==> config.mk <==
export PLATFORM = sky130hd
export DESIGN_NAME = uc_multicycle
export DESIGN_NICKNAME = d
export VERILOG_FILES = /design/src/rtl/uc_pkg.sv /design/src/rtl/uc_dec.sv /design/src/rtl/uc_multicycle.sv
export SDC_FILE = /design/constraint.sdc
export NUM_CORES = 1
export LEC_CHECK = 0
export ABC_AREA = 1
export ABC_CLOCK_PERIOD_IN_PS = 2700
export BUFFER_PORTS_ARGS = -buffer_cell sky130_fd_sc_hd__buf_2
export CAP_MARGIN = 0
export CORE_AREA = 2 2 48 50
export CTS_BUF_LIST = sky130_fd_sc_hd__clkbuf_8 sky130_fd_sc_hd__clkbuf_16
export DETAILED_ROUTE_END_ITERATION = 10
export DIE_AREA = 0 0 50 52
export HOLD_SLACK_MARGIN = 0.02
export PLACE_DENSITY = 0.81
export SYNTH_ARGS = -nofsm -noshare
export SYNTH_HDL_FRONTEND = slang
export SYNTH_HIERARCHICAL = 1
export SYNTH_SLANG_ARGS = --single-unit
==> constraint.sdc <==
create_clock -name clk -period 2.7 [get_ports clk]
set_input_delay 0.27 -clock clk [delete_from_list [all_inputs] [get_ports clk]]
set_output_delay 0.27 -clock clk [all_outputs]
set_load 0.1 [all_outputs]
==> src/rtl/uc_pkg.sv <==
// Shared constants for the multicycle control unit: opcode values, prefix masks,
// FSM state encoding and the EXEC control word.
package uc_pkg;

  localparam logic [5:0] OP_J    = 6'b110000;
  localparam logic [5:0] OP_JZ   = 6'b110001;
  localparam logic [5:0] OP_JNZ  = 6'b110010;
  localparam logic [5:0] OP_HALT = 6'b111111;

  // Instruction classes selected by leading opcode bits
  localparam logic [5:0] MASK_ALU = 6'b100000;
  localparam logic [5:0] PFX_ALU  = 6'b000000;
  localparam logic [5:0] MASK_LI  = 6'b110000;
  localparam logic [5:0] PFX_LI   = 6'b100000;

  typedef enum logic [1:0] {
    S_FETCH = 2'd0,
    S_EXEC  = 2'd1,
    S_HALT  = 2'd2
  } state_e;

  typedef struct packed {
    logic       s_inc;
    logic       s_inm;
    logic       we3;
    logic       wez;
    logic       pc_we;
    logic [2:0] op;
    logic       halt;
    logic       illegal;
  } ctrl_t;

  // Quiescent word driven in FETCH and HALT: no writes, PC mux parked on PC+1
  localparam ctrl_t CTRL_IDLE = '{s_inc: 1'b1, s_inm: 1'b0, we3: 1'b0, wez: 1'b0,
                                  pc_we: 1'b0, op: 3'b000, halt: 1'b0, illegal: 1'b0};

  localparam ctrl_t CTRL_NOP  = '{s_inc: 1'b1, s_inm: 1'b0, we3: 1'b0, wez: 1'b0,
                                  pc_we: 1'b1, op: 3'b000, halt: 1'b0, illegal: 1'b0};

  function automatic logic prefix_match(input logic [5:0] opc, input logic [5:0] mask,
                                        input logic [5:0] pfx);
    return (opc & mask) == pfx;
  endfunction

endpackage

==> src/rtl/uc_dec.sv <==
// Combinational instruction decoder: maps opcode and zero flag to the EXEC-cycle control word.
// Reserved opcodes decode as a NOP with the illegal marker raised.
module uc_dec
  import uc_pkg::*;
(
  input  logic [5:0] opcode_i,
  input  logic       z_i,
  output ctrl_t      ctrl_o
);

  always_comb begin
    ctrl_o = CTRL_NOP;
    if (prefix_match(opcode_i, MASK_ALU, PFX_ALU)) begin
      ctrl_o.op  = opcode_i[4:2];
      ctrl_o.we3 = 1'b1;
      ctrl_o.wez = 1'b1;
    end else if (prefix_match(opcode_i, MASK_LI, PFX_LI)) begin
      ctrl_o.s_inm = 1'b1;
      ctrl_o.we3   = 1'b1;
    end else begin
      case (opcode_i)
        OP_J:    ctrl_o.s_inc = 1'b0;
        OP_JZ:   ctrl_o.s_inc = ~z_i;
        OP_JNZ:  ctrl_o.s_inc = z_i;
        OP_HALT: begin
          ctrl_o.pc_we = 1'b0;
          ctrl_o.halt  = 1'b1;
        end
        default: ctrl_o.illegal = 1'b1;
      endcase
    end
  end

endmodule

==> src/rtl/uc_multicycle.sv <==
// Multicycle control unit: FETCH/EXEC/HALT sequencer, retired-instruction counter, sticky illegal flag.
// Optional single-step handshake (step_req/step_ack) when UC_STEP_EN is defined.
module uc_multicycle
  import uc_pkg::*;
#(
  parameter int CNT_W = 16
) (
  input  logic             clk,
  input  logic             reset,
  input  logic [5:0]       Opcode,
  input  logic             z,
`ifdef UC_STEP_EN
  input  logic             step_req,
  output logic             step_ack,
`endif
  output logic             s_inc,
  output logic             s_inm,
  output logic             we3,
  output logic             wez,
  output logic [2:0]       Op,
  output logic             pc_we,
  output logic             halted,
  output logic             illegal,
  output logic [CNT_W-1:0] retired
);

  state_e           state_q;
  logic [CNT_W-1:0] retired_q;
  logic [CNT_W-1:0] retired_d;
  logic             illegal_q;
  logic             step_go;
  ctrl_t            dec_ctrl;
  ctrl_t            ctl;

  uc_dec u_dec (
    .opcode_i (Opcode),
    .z_i      (z),
    .ctrl_o   (dec_ctrl)
  );

`ifdef UC_STEP_EN
  assign step_go  = step_req;
  assign step_ack = (state_q == S_EXEC);
`else
  assign step_go  = 1'b1;
`endif

  assign retired_d = retired_q + CNT_W'(1);

  always_ff @(posedge clk) begin
    if (reset) begin
      state_q   <= S_FETCH;
      retired_q <= '0;
      illegal_q <= 1'b0;
    end else begin
      case (state_q)
        S_FETCH: if (step_go) state_q <= S_EXEC;
        S_EXEC: begin
          retired_q <= retired_d;
          if (dec_ctrl.illegal) illegal_q <= 1'b1;
          state_q <= dec_ctrl.halt ? S_HALT : S_FETCH;
        end
        S_HALT:  state_q <= S_HALT;
        default: state_q <= S_FETCH;
      endcase
    end
  end

  // Enables are masked while reset is high so an interrupted EXEC commits nothing
  always_comb begin
    ctl = CTRL_IDLE;
    if (state_q == S_EXEC) ctl = dec_ctrl;
    if (reset) begin
      ctl.we3   = 1'b0;
      ctl.wez   = 1'b0;
      ctl.pc_we = 1'b0;
    end
  end

  assign s_inc   = ctl.s_inc;
  assign s_inm   = ctl.s_inm;
  assign we3     = ctl.we3;
  assign wez     = ctl.wez;
  assign Op      = ctl.op;
  assign pc_we   = ctl.pc_we;
  assign halted  = (state_q == S_HALT);
  assign illegal = illegal_q;
  assign retired = retired_q;

endmodule

# Word level (Yosys, flattened, before mapping)

Cells that the tools add are included.

Add/subtract/negate cells: 1
Eq/ne operators: 7
Multiplexer cells: 18
Bitwise gates (word level): 1
Reductions and logical operators: 4

Operator list:

| operator                | number |
|---|---|
| $eq A6 B6 Y1 const B    | 4 |
| $add A16 B1 Y16 const B | 1 |
| $mux W10                | 1 |
| $mux W2                 | 5 |
| $mux W1                 | 8 |
| $logic_not A6 Y1        | 1 |
| $mux W3                 | 2 |
| $pmux W2 S3             | 1 |
| $eq A2 B2 Y1 const B    | 2 |
| $reduce_or A4 Y1        | 1 |
| $pmux W1 S3             | 1 |
| $eq A2 B1 Y1 const B    | 1 |
| $logic_not A2 Y1        | 1 |
| $reduce_and A2 Y1       | 1 |
| $not A1 Y1              | 1 |

Flip-flop bits (word level): 19
Input bits: 9
Output and inout port bits: 26
Word-level logic and storage cells: 34

# Logic depth before layout (Yosys ltp)

Word-level depth: 7
Gate-level depth with buffers: 8
Depth with buffers taken out: 8

# Cells and area by module

Netlist, hierarchy kept.

By module, submodules not included:

| module        | instances | cells each | area each (um2) | sequential area each (um2) |
|---|---|---|---|---|
| uc_multicycle | 1         | 144        | 967.2           | 380.4 |
| uc_dec        | 1         | 23         | 105.1           | 0.0 |

# Least setup slack after synthesis

Ideal clock, no wire load.

Path kind: flip-flop to output port
Start: register state_q[1]
End: output pc_we
Arrival time: 1.922 ns
Required time: 2.430 ns
Setup slack: 0.508 ns
Stages on the path, launching flop included: 6
Buffers on the path: 0
Cell sequence: dfxtp_1 -> inv_1 -> nand2_4 -> inv_2 -> nand2_1 -> nor2_1

Word-level cells in the longest chain between the ends: 3

RTL lines:

| what                   | RTL line            | RTL |
|---|---|---|
| from (decl)            | uc_multicycle.sv:27 | `state_e state_q;` |
| from (signal assigned) | uc_multicycle.sv:61 | `state_q <= dec_ctrl.halt ? S_HALT : S_FETCH;` |
| $eq A2 B1 Y1           | uc_multicycle.sv:72 | `if (state_q == S_EXEC) ctl = dec_ctrl;` |
| $mux W10               | uc_multicycle.sv:72 |  |
| $mux W3                | uc_multicycle.sv:73 | `if (reset) begin` |
| to (decl)              | uc_multicycle.sv:21 | `output logic pc_we,` |

No other way between the ends.

# Worst setup path after layout

Start: register state_q[1]
End: output wez

Word-level cells in the longest chain between the ends: 3

RTL lines:

| what         | RTL line            | RTL |
|---|---|---|
| $eq A2 B1 Y1 | uc_multicycle.sv:72 |  |
| $mux W10     | uc_multicycle.sv:72 |  |
| $mux W3      | uc_multicycle.sv:73 |  |
| to (decl)    | uc_multicycle.sv:19 | `output logic wez,` |

No other way between the ends.

==> metrics.txt <==
outcome complete, no violations; IR Drop Worst-Case VDD 0.285 mV; Setup WS pre-CTS 1.15 ns; Worst Path Required 2.43 ns; setup ws final 0.877 ns; vias in the first global route 1058; Seq/Total Area, Yosys 35.5%; Worst R2R Path Depth 7; # Post-CTS Setup Buffers 0; post-route cell area 0.00132 mm²; Ys Warns 6; Floorplan Core Area 0.00211 mm²; number of DRC violations after detailed-routing iteration 0 17; hpwl dp 1830 µm; Ports 35; Slew Limit Fails 0; first-pass GRT wire length 4100 µm; Crit Path Max Fanout 10; clk_lat worst skew 0.26 ns; die area 0.00260 mm²; CTS Hold Bufs 0; Syn Inst Count 167; DIE WIDTH 50 µm; P per Cell Area 457 mW/mm²; n_diodes 0; final hold slack 0.348 ns; average cell area after synthesis 6.42 µm²; GRT Residual Overflow 0; Vias 1152; net switching power figure 0.000195 W; WHS Endpoint retired[3]; Crit Path Category reg2out; largest net degree at the start of global routing 14; Critical Path End Type primary output; Cell Area, Synth 0.00107 mm²; FP Rows 17; CTS resizes 0; Worst-Margin Slew 0.491 ns; Critical-path top delay cell buf_2; Clock Tree Root clkbuf_8; nets 215; proportion of layout cells with a drive suffix above 1 23.5%; Initial DRT Pass Iterations 4; static leakage 0.666 nW; Port Buffers 34; Hold Path Depth 2; setup_tns 0 ns; average routed wire per standard cell 10.4 µm; reg2reg start retired[3]; #FFs+latches synth 19; Total Routing Usage GR 20.4%; Startpoint Class flip-flop; Fin. Hold Viols 0; initial antenna violation count 0; Via density 4.97; internal power 0.000408 W; area post-placement 0.00127 mm²; combinational group share of total power 19.2%; DRC viols 0; Die H 52 µm; Util after Layout 62.6%; Fin Clk Skew 0.00390 ns; fmax 549 MHz; routability congestion estimate 0.879; CP max stage delay 0.43 ns; Clock Path Buffers 2; relative slew slack 67.5%; RR Endpoint retired[14]; area delta synth->final 23.0%; most frequent cells in the layout nor2_1, buf_2, nand2_1; TritonCTS Buffers 3; RSZ-0062 raised after global routing no; crit path DAT 1.55 ns; Net Count, Synth 177; Num Clock Sinks 19; clock network fraction of total power 32.7%; crit path cell chain inv_1, nand2_4, inv_2, nand2_1, nor2_1, buf_2; Worst Hold Class in2reg; Flop pwr share 48.1%; flop2flop setup slack 1.36 ns; number of max-cap violations 0; CTS tree done; Sw Ratio 32.3%; Min-Delay Startpoint reset; Final ANT Viol Nets 0; starting density of the core 50.9%; final setup violating endpoints 0; fin crit share 67.5%; Worst-path clk slew 0.07 ns; commonest non-fill, non-tap cell in the layout nor2_1; Yosys cell types 27; min Tclk post-route 1.82 ns; final wirelength 2410 µm; CTS H-tree lvls 1
## worst max-delay path: cells and delay by family (launching register included)
family	cells	cell delay [ns]
buf+inv	3	0.69
flops	1	0.31
simple gates	3	0.28
## worst max-delay path by stage
stage	cells after the start	slack [ns]	end	from
after floorplan	5	0.51	pc_we	state_q[1]
after global placement	6	1.21	wez	state_q[1]
after detailed placement	6	1.15	wez	state_q[1]
after CTS	5	0.86	wez	state_q[0]
after global routing	6	0.78	wez	state_q[1]
final	6	0.88	wez	state_q[1]
## per-layer routing
layer / up-vias / track usage (%) / part of all wire, %
li1: 590 / - / -
met1: 515 / 21.6 / 43
met2: 40 / 39.5 / 50
met3: 7 / 2.59 / 5.0
met4: 0 / 9.72 / 2.5
met5: - / 0 / 0
## metrics by stage
step / cells / total power (W)
floorplan: 167 / 0.000389
global placement: 228 / 0.000410
detailed placement: 228 / 0.000413
CTS: 232 / 0.000604
global route: 232 / 0.000624
finish: 232 / 0.000602
## cell type report
class	instances	area (µm²)
Inverter	29	109
Sequential cell	19	380
Multi-Input combinational cell	118	579
Tap cell	28	35.0
Clock buffer	3	41.3
Clock inverter	1	3.75
Timing Repair Buffer	34	170
Fill cell	193	787
## cell families (layout without fill, tap and decap cells)
| kind of cell | count (synthesis) | after routing | synth area share (%) |
|---|---|---|---|
| AO/OA/AOI/OAI | 15 | 15 | 7.12 |
| XOR/XNOR | 3 | 3 | 2.45 |
| adder cells (fa/ha/maj) | 1 | 1 | 1.17 |
| buffers and inverters | 30 | 67 | 10.5 |
| flip-flops | 19 | 19 | 35.5 |
| AND/OR/NAND/NOR | 99 | 99 | 43.3 |
## registers in the layout, summed over array words and instances (netlist names)
signal / flops
state_q: 2
retired: 16
illegal: 1
## power groups by stage
| stage | registers [W] | clock network (W) | logic, W |
|---|---|---|---|
| 6_report | 0.000290 | 0.000197 | 0.000116 |
| 5_1_grt | 0.000291 | 0.000209 | 0.000124 |
| 4_1_cts | 0.000290 | 0.000198 | 0.000116 |
| 3_5_place_dp | 0.000297 | 0 | 0.000116 |
| 3_3_place_gp | 0.000296 | 0 | 0.000114 |
| 2_1_floorplan | 0.000322 | 0 | 0.0000666 |
## cell usage after synthesis
library cell | n | area (µm²)
clkbuf_1 | 1 | 3.75
or2_2 | 1 | 6.26
o21ai_0 | 4 | 20.0
nand2_1 | 33 | 124
a21oi_1 | 8 | 40.0
and3_1 | 1 | 6.26
inv_1 | 26 | 97.6
nor2_4 | 1 | 11.3
a31oi_1 | 1 | 6.26
o21ai_1 | 2 | 10.0
and2_4 | 1 | 8.76
nand3b_1 | 1 | 7.51
ha_1 | 1 | 12.5
nand2_4 | 1 | 11.3
nand3_1 | 7 | 35.0
nor2_8 | 1 | 20.0
nor2_2 | 1 | 6.26
xor2_1 | 1 | 8.76
nor2_1 | 38 | 143
inv_2 | 2 | 7.51
nor3_1 | 5 | 25.0
dfxtp_1 | 19 | 380
nor3_4 | 1 | 16.3
clkinv_1 | 1 | 3.75
xnor2_1 | 2 | 17.5
nand2_2 | 2 | 12.5
nand4_1 | 5 | 31.3
No activity file was read; power rests on OpenSTA's default activity.
